File: src/rtl/dp_controller.sv
// Sequencing controller for ARM data-processing instructions.
// Ports: clk, Rst (async, active-high); Inst_Valid/Inst/Inst_Ready instruction
// handshake; NZCV flags and R_Data_C (Rs data) from the datapath;
// R_Addr_A/B/C register reads; Imm_Sel, Imm32, SHIFT_OP, Shift_Num, ALU_OP,
// LF, S datapath controls; W_Addr/Write_Reg write-back; Done, Cond_Fail,
// Undef status pulses. Define DP_CTRL_COND_EN to evaluate the condition
// field; otherwise every defined instruction executes as AL.
module dp_controller (
  input  logic        clk,
  input  logic        Rst,
  input  logic        Inst_Valid,
  input  logic [31:0] Inst,
  output logic        Inst_Ready,
  input  logic [3:0]  NZCV,
  input  logic [31:0] R_Data_C,
  output logic [3:0]  R_Addr_A,
  output logic [3:0]  R_Addr_B,
  output logic [3:0]  R_Addr_C,
  output logic        Imm_Sel,
  output logic [31:0] Imm32,
  output logic [2:0]  SHIFT_OP,
  output logic [7:0]  Shift_Num,
  output logic [3:0]  ALU_OP,
  output logic        LF,
  output logic        S,
  output logic [3:0]  W_Addr,
  output logic        Write_Reg,
  output logic        Done,
  output logic        Cond_Fail,
  output logic        Undef
);

  typedef enum logic [1:0] {
    IDLE, FETCH, EXEC, WB
  } state_t;

  state_t      state, state_nx;
  logic [31:0] ir;
  logic [7:0]  cnt;
  logic        squash;
  logic        undef;
  logic        shreg;
  logic        cond_pass;
  logic        exec_ok;
  logic        unused_ok;

  assign undef = (ir[27:26] != 2'b00)
               | (~ir[25] & ir[7] & ir[4]);
  assign shreg = ~ir[25] & ir[4];
  assign exec_ok = cond_pass & ~undef;

`ifdef DP_CTRL_COND_EN
  logic n, z, c, v;
  assign {n, z, c, v} = NZCV;

  always_comb begin
    cond_pass = 1'b0;
    unique case (ir[31:28])
      4'h0: cond_pass = z;
      4'h1: cond_pass = ~z;
      4'h2: cond_pass = c;
      4'h3: cond_pass = ~c;
      4'h4: cond_pass = n;
      4'h5: cond_pass = ~n;
      4'h6: cond_pass = v;
      4'h7: cond_pass = ~v;
      4'h8: cond_pass = c & ~z;
      4'h9: cond_pass = ~c | z;
      4'hA: cond_pass = (n == v);
      4'hB: cond_pass = (n != v);
      4'hC: cond_pass = ~z & (n == v);
      4'hD: cond_pass = z | (n != v);
      4'hE: cond_pass = 1'b1;
      4'hF: cond_pass = 1'b0;
    endcase
  end

  assign unused_ok = ^R_Data_C[31:8];
`else
  assign cond_pass = 1'b1;
  assign unused_ok = ^{NZCV, R_Data_C[31:8]};
`endif

  always_ff @(posedge clk or posedge Rst) begin
    if (Rst) begin
      state  <= IDLE;
      ir     <= '0;
      cnt    <= '0;
      squash <= 1'b0;
    end else begin
      state <= state_nx;
      if (state == IDLE && Inst_Valid)
        ir <= Inst;
      if (state == FETCH && shreg)
        cnt <= R_Data_C[7:0];
      if (state == EXEC)
        squash <= ~exec_ok;
    end
  end

  always_comb begin
    state_nx   = state;
    Inst_Ready = 1'b0;
    LF         = 1'b0;
    S          = 1'b0;
    Write_Reg  = 1'b0;
    Done       = 1'b0;
    Cond_Fail  = 1'b0;
    Undef      = 1'b0;
    unique case (state)
      IDLE: begin
        Inst_Ready = ~Rst;
        if (Inst_Valid)
          state_nx = FETCH;
      end
      FETCH: state_nx = EXEC;
      EXEC: begin
        state_nx = WB;
        LF = exec_ok;
        S  = exec_ok & ir[20];
      end
      WB: begin
        state_nx  = IDLE;
        Done      = 1'b1;
        Undef     = undef;
        // compare/test opcodes only touch flags
        Write_Reg = ~squash & (ir[24:23] != 2'b10);
`ifdef DP_CTRL_COND_EN
        Cond_Fail = squash;
`endif
      end
    endcase
  end

  assign R_Addr_A = ir[19:16];
  assign R_Addr_B = ir[3:0];
  assign R_Addr_C = ir[11:8];
  assign W_Addr   = ir[15:12];
  assign ALU_OP   = ir[24:21];
  assign Imm_Sel  = ir[25];
  assign Imm32    = {24'b0, ir[7:0]};

  always_comb begin
    SHIFT_OP  = {ir[6:5], ir[4]};
    Shift_Num = {3'b0, ir[11:7]};
    if (ir[25]) begin
      SHIFT_OP  = 3'b110;
      Shift_Num = {3'b0, ir[11:8], 1'b0};
    end else if (shreg) begin
      // Rs data is live during FETCH, latched count afterwards
      Shift_Num = (state == FETCH) ? R_Data_C[7:0] : cnt;
    end
  end

endmodule
File: config.mk
export PLATFORM = sky130hd
export DESIGN_NAME = dp_controller
export DESIGN_NICKNAME = d
export VERILOG_FILES = /design/src/rtl/dp_controller.sv
export SDC_FILE = /design/constraint.sdc
export NUM_CORES = 1
export LEC_CHECK = 0
export BUFFER_PORTS_ARGS = -buffer_cell sky130_fd_sc_hd__buf_2
export CAP_MARGIN = 10
export CORE_UTILIZATION = 35
export DETAILED_ROUTE_END_ITERATION = 6
export PLACE_DENSITY = 0.69
export SYNTH_ARGS = -nofsm -noshare
export SYNTH_HDL_FRONTEND = slang
export SYNTH_SLANG_ARGS = --single-unit
File: constraint.sdc
create_clock -name clk -period 3.6 [get_ports clk]
set_input_delay 0.72 -clock clk [delete_from_list [all_inputs] [get_ports clk]]
set_output_delay 0.72 -clock clk [all_outputs]
set_load 0.02 [all_outputs]
======== After elaboration in Yosys (flattened, before gate mapping) ========
Cells that the tools add are included.
operators by class
  bitwise gates (word level) .............. 10
  reduce and logical (&&, ||, !) cells .... 4
  equal/unequal tests ..................... 5
  mux-type cells .......................... 12
operators with widths
  kind                number
  $mux 8              3
  $pmux 2 s4          1
  $mux 1              6
  $and 1x1->1         5
  $eq 2x2->1 const B  2
  $ne 2x2->1 const B  2
  $not 1->1           4
  $mux 3              1
  $eq 2x1->1 const B  1
  $logic_and 1x1->1   2
  $logic_not 2->1     1
  $mux 2              1
  $reduce_bool 2->1   1
  $or 1x1->1          1
storage, ports and cells
  output and inout bits ................... 71
  word-level logic and storage cells ...... 35
  input bits .............................. 71
  register bits after elaboration ......... 39

======== Longest topological paths before layout ========
  depth in word-level cells ............... 7
  gate-level depth with buffers ........... 5
  gate-level depth less buffers ........... 4

======== Worst setup path before layout ========
No wires, ideal clock.
  path type ............................... register to output
  start ................................... reg ir[25]
  end ..................................... out S
  path buffers ............................ 0
  cell stages (with the launch flop) ...... 3
  slack ................................... 1368 ps
  required time ........................... 2880 ps
  arrival time ............................ 1512 ps
  path through ............................ dfrtp_1 and3b_1 nor4b_1
between the ends
  cells in the longest elaborated chain, start to end .. 7
RTL lines
  what                       RTL line  RTL
  start: declaration         38        logic [31:0] ir;
  start signal: assignment   93        ir <= Inst;
  $not 1->1                  48        | (~ir[25] & ir[7] & ir[4]);
  $and 1x1->1 (2 in series)  48
  $or 1x1->1                 48
  $not 1->1                  50        assign exec_ok = cond_pass & ~undef;
  $and 1x1->1                120       S = exec_ok & ir[20];
  $mux 1                     110       unique case (state)
  end: declaration           25        output logic S,
No other way between the ends.

======== Final worst setup path ========
  start ................................... reg state[1]
  end ..................................... out Shift_Num[2]
between the ends
  cells in the longest elaborated chain, start to end .. 4
RTL lines
  what                      RTL line  RTL
  start: declaration        37        state_t state, state_nx;
  start signal: assignment  91        state <= state_nx;
  $eq 2x1->1                151       Shift_Num = (state == FETCH) ? R_Data_C[7:0] : cnt;
  $mux 8                    151
  $mux 8                    149       end else if (shreg) begin
  $mux 8                    146       if (ir[25]) begin
  end: declaration          22        output logic [7:0] Shift_Num,
No other way between the ends.

==> reports/qor.csv <==
stage;metric;value;unit
clock_tree;CTS tree;built;
timing;f_max;351.2;MHz
pwr;total power;2.345;mW
yosys;sequential-to-total area share from yosys stat;44.55;%
floorplan;Die Area;0.006580;mm²
clock_tree;H-tree depth;2;
route;Initial DRC Count;19;
worst_setup_path;startpoint types;register;
route;drt pass-1 iters;4;
yosys;Ys Warns;0;
floorplan;Die Ht;81.12;µm
global_route;first-pass GRT wire length;5.451;mm
timing;hold slack;0.5041;ns
floorplan;I/O Pins;142;
worst_setup_path;most frequent cell on the critical path;mux2_2;
worst_setup_path;CP Capture Type;output port;
floorplan;Core ar.;0.005991;mm²
cells_and_area;share of layout cells above drive strength 1;60.43;%
clock_tree;Clk pin slew, worst setup/hold paths;0.07;ns
clock_tree;Post-CTS Repair Setup Buffers;0;
yosys;Post-Syn Instances;176;
worst_setup_path;delay-heaviest family, CP;multiplexers;
clock_tree;CTS root buf;clkbuf_8;
floorplan;chip width;81.12;µm
clock_tree;TritonCTS Buffers;5;
timing;final hold viol count;0;
placed_design;port bufs;84;
route;wire per inst;11.45;µm
global_route;GRT overflow;0;
timing;relative slew slack;45.25;%
floorplan;Initial Util;36.57;%
global_route;largest net degree at the start of global routing;40;
worst_setup_path;Slowest-stage cell, CP;ha_1;
yosys;share of the synthesized area in the top cell type;44.55;%
min_path;worst min path class;reg2reg;
status;status;completed;
pwr;P_leak;1.253;nW
route;vias per inst;4.326;
worst_setup_path;CP bufs+invs;2;
global_route;GRT Overall Usage;11.34;%
timing;post-route clock skew;0.003562;ns
yosys;syn_area_per_cell;12.45;µm²
global_route;vias in the first global route;1189;
cells_and_area;Ant. Diodes;0;
route;DRC viols;0;
clock_tree;worst-skew pair later-pin latency;0.28;ns
route;Routed WL;3.550;mm
worst_setup_path;slowest stage delay, CP;0.50;ns
placed_design;GPL Wtd Cong;0.6643;
cells_and_area;Syn-to-layout area delta;11.65;%
timing;fin crit share;79.09;%
timing;final setup violation count;0;
yosys;top post-synthesis cells by area;dfrtp_1, mux2_2, buf_4;
timing;unrepaired setup endpoints after global routing;false;
cells_and_area;Final Net Count;311;
clock_tree;Hold Buf Count CTS;0;
worst_setup_path;Crit Path Max Fanout;9;
pwr;Worst VDD drop;389.6;µV
timing;max-slew violations;0;
worst_setup_path;CP required;2.88;ns
clock_tree;Clock Path Buffers;2;
timing;Setup TNS Final;0;ns
cells_and_area;most common cell after layout, fill and taps aside;buf_2;
yosys;FF+latch count, synth;39;
yosys;Mapped Area;0.002191;mm²
worst_setup_path;crit path DAT;2.13;ns
clock_tree;Post-CTS Resized;0;
cells_and_area;fill cell total of the finished layout;606;
route;routed vias;1341;
yosys;synth unique cells;24;
worst_setup_path;cell chain of the critical path;inv_1, ha_1, mux2_2, mux2_2, buf_2;
timing;min Tclk post-route;2.847;ns
worst_setup_path;WS Path Type;reg2out;
cells_and_area;most frequent cells in the layout;buf_2, mux2_2, dfrtp_1, conb_1, clkbuf_8;
route;Routed Antenna Nets;0;
placed_design;Detailed Place HPWL;2.652;mm
job;# Max-Cap Violations;0;
floorplan;Cell Rows;28;
yosys;area leader, netlist;dfrtp_1;
global_route;antenna violations before repair;0;
pwr;power density over the cells;958.6;mW/mm²
clock_tree;CTS sink cnt;39;
timing;Tightest Pin Transition;0.8201;ns
==> cell type report <==
class	instances	area (µm²)	area share, %
sequential	39	975.9	39.90
multi-input combinational	101	853.3	34.88
timing repair buffer	84	420.4	17.19
tap	75	93.84	3.836
clock buffer	6	82.58	3.376
inverter	4	15.01	0.6138
clock inverter	1	5.005	0.2046
==> Yosys cell counts <==
| cell | count |
|---|---|
| nor2b_1 | 2 |
| mux2i_1 | 5 |
| ha_1 | 5 |
| a211oi_1 | 1 |
| nor3b_1 | 1 |
| nand2_2 | 1 |
| conb_1 | 1 |
| nor3_1 | 1 |
| nor2_1 | 5 |
| nand2b_2 | 1 |
| dfrtp_1 | 39 |
| or2b_1 | 1 |
| buf_6 | 1 |
| o31a_1 | 1 |
| o32a_1 | 1 |
| nor4b_1 | 1 |
| inv_1 | 4 |
| or2_2 | 2 |
| mux2_2 | 45 |
| nand3b_2 | 1 |
| buf_4 | 53 |
| nand2b_1 | 1 |
| and3b_1 | 1 |
| clkbuf_8 | 2 |
==> worst reg2reg max path, delay by kind of cell, from the launching register on <==
kind                       cells  cell delay (ns)
adders and majority gates      1             0.50
buffers and inverters          1             0.11
DFF                            1             0.41
muxes                          1             0.35
and+or+nand+nor                1             0.31
==> report_power, final <==
group	internal [mW]	total (mW)	leakage [nW]	switching, mW
registers	0.665	0.805	0.458	0.140
clock network	0.150	0.296	0.0470	0.146
logic	0.556	1.24	0.748	0.687
==> sequential cells by signal, summed over array words and instances (netlist names) <==
name	count
ir	28
cnt	8
state	2
squash	1
==> routing by layer <==
metal  wire length [µm]  track usage, %  up-vias
met5                  0               0        -
met4                 15           4.821        0
met3                313           5.056        2
met2               1662           17.48       76
met1               1559           13.65      635
li1                   -               -      628
==> kinds of logic (layout without fill, tap and decap cells) <==
logic type      count (synthesis)  in the layout  share of synthesized area [%]
buf+inv                        60             95                          20.62
mux                            50             50                          25.41
flops                          39             39                          44.55
simple gates                   18             18                          5.198
fa+ha+maj                       5              5                          2.856
compound gates                  3              3                          1.200
other cells                     1             25                         0.1712
==> final timing paths <==
check	startpoint	endpoint	slack [ns]	cells after the start
worst max-delay path	state[1]	Shift_Num[2]	0.75	5
worst min-delay path	ir[19]	ir[19]	0.50	1
worst max register to register	state[1]	cnt[2]	1.80	4
worst min register to register	ir[19]	ir[19]	0.50	1
max in group asynchronous	Rst	ir[25]	2.49	2
min in group asynchronous	Rst	ir[14]	0.60	2
==> stage by stage <==
step	area (µm²)	setup slack (ns)	util, %	std cells
after global placement	2359	1.069	39.37	303
after CTS	2446	0.7210	40.83	310
after detailed placement	2359	1.047	39.37	303
final	2446	0.7529	40.83	310
after global routing	2446	0.6560	40.83	310
after floorplan	2281	1.368	-	200
(Power assumes the default switching activity.)
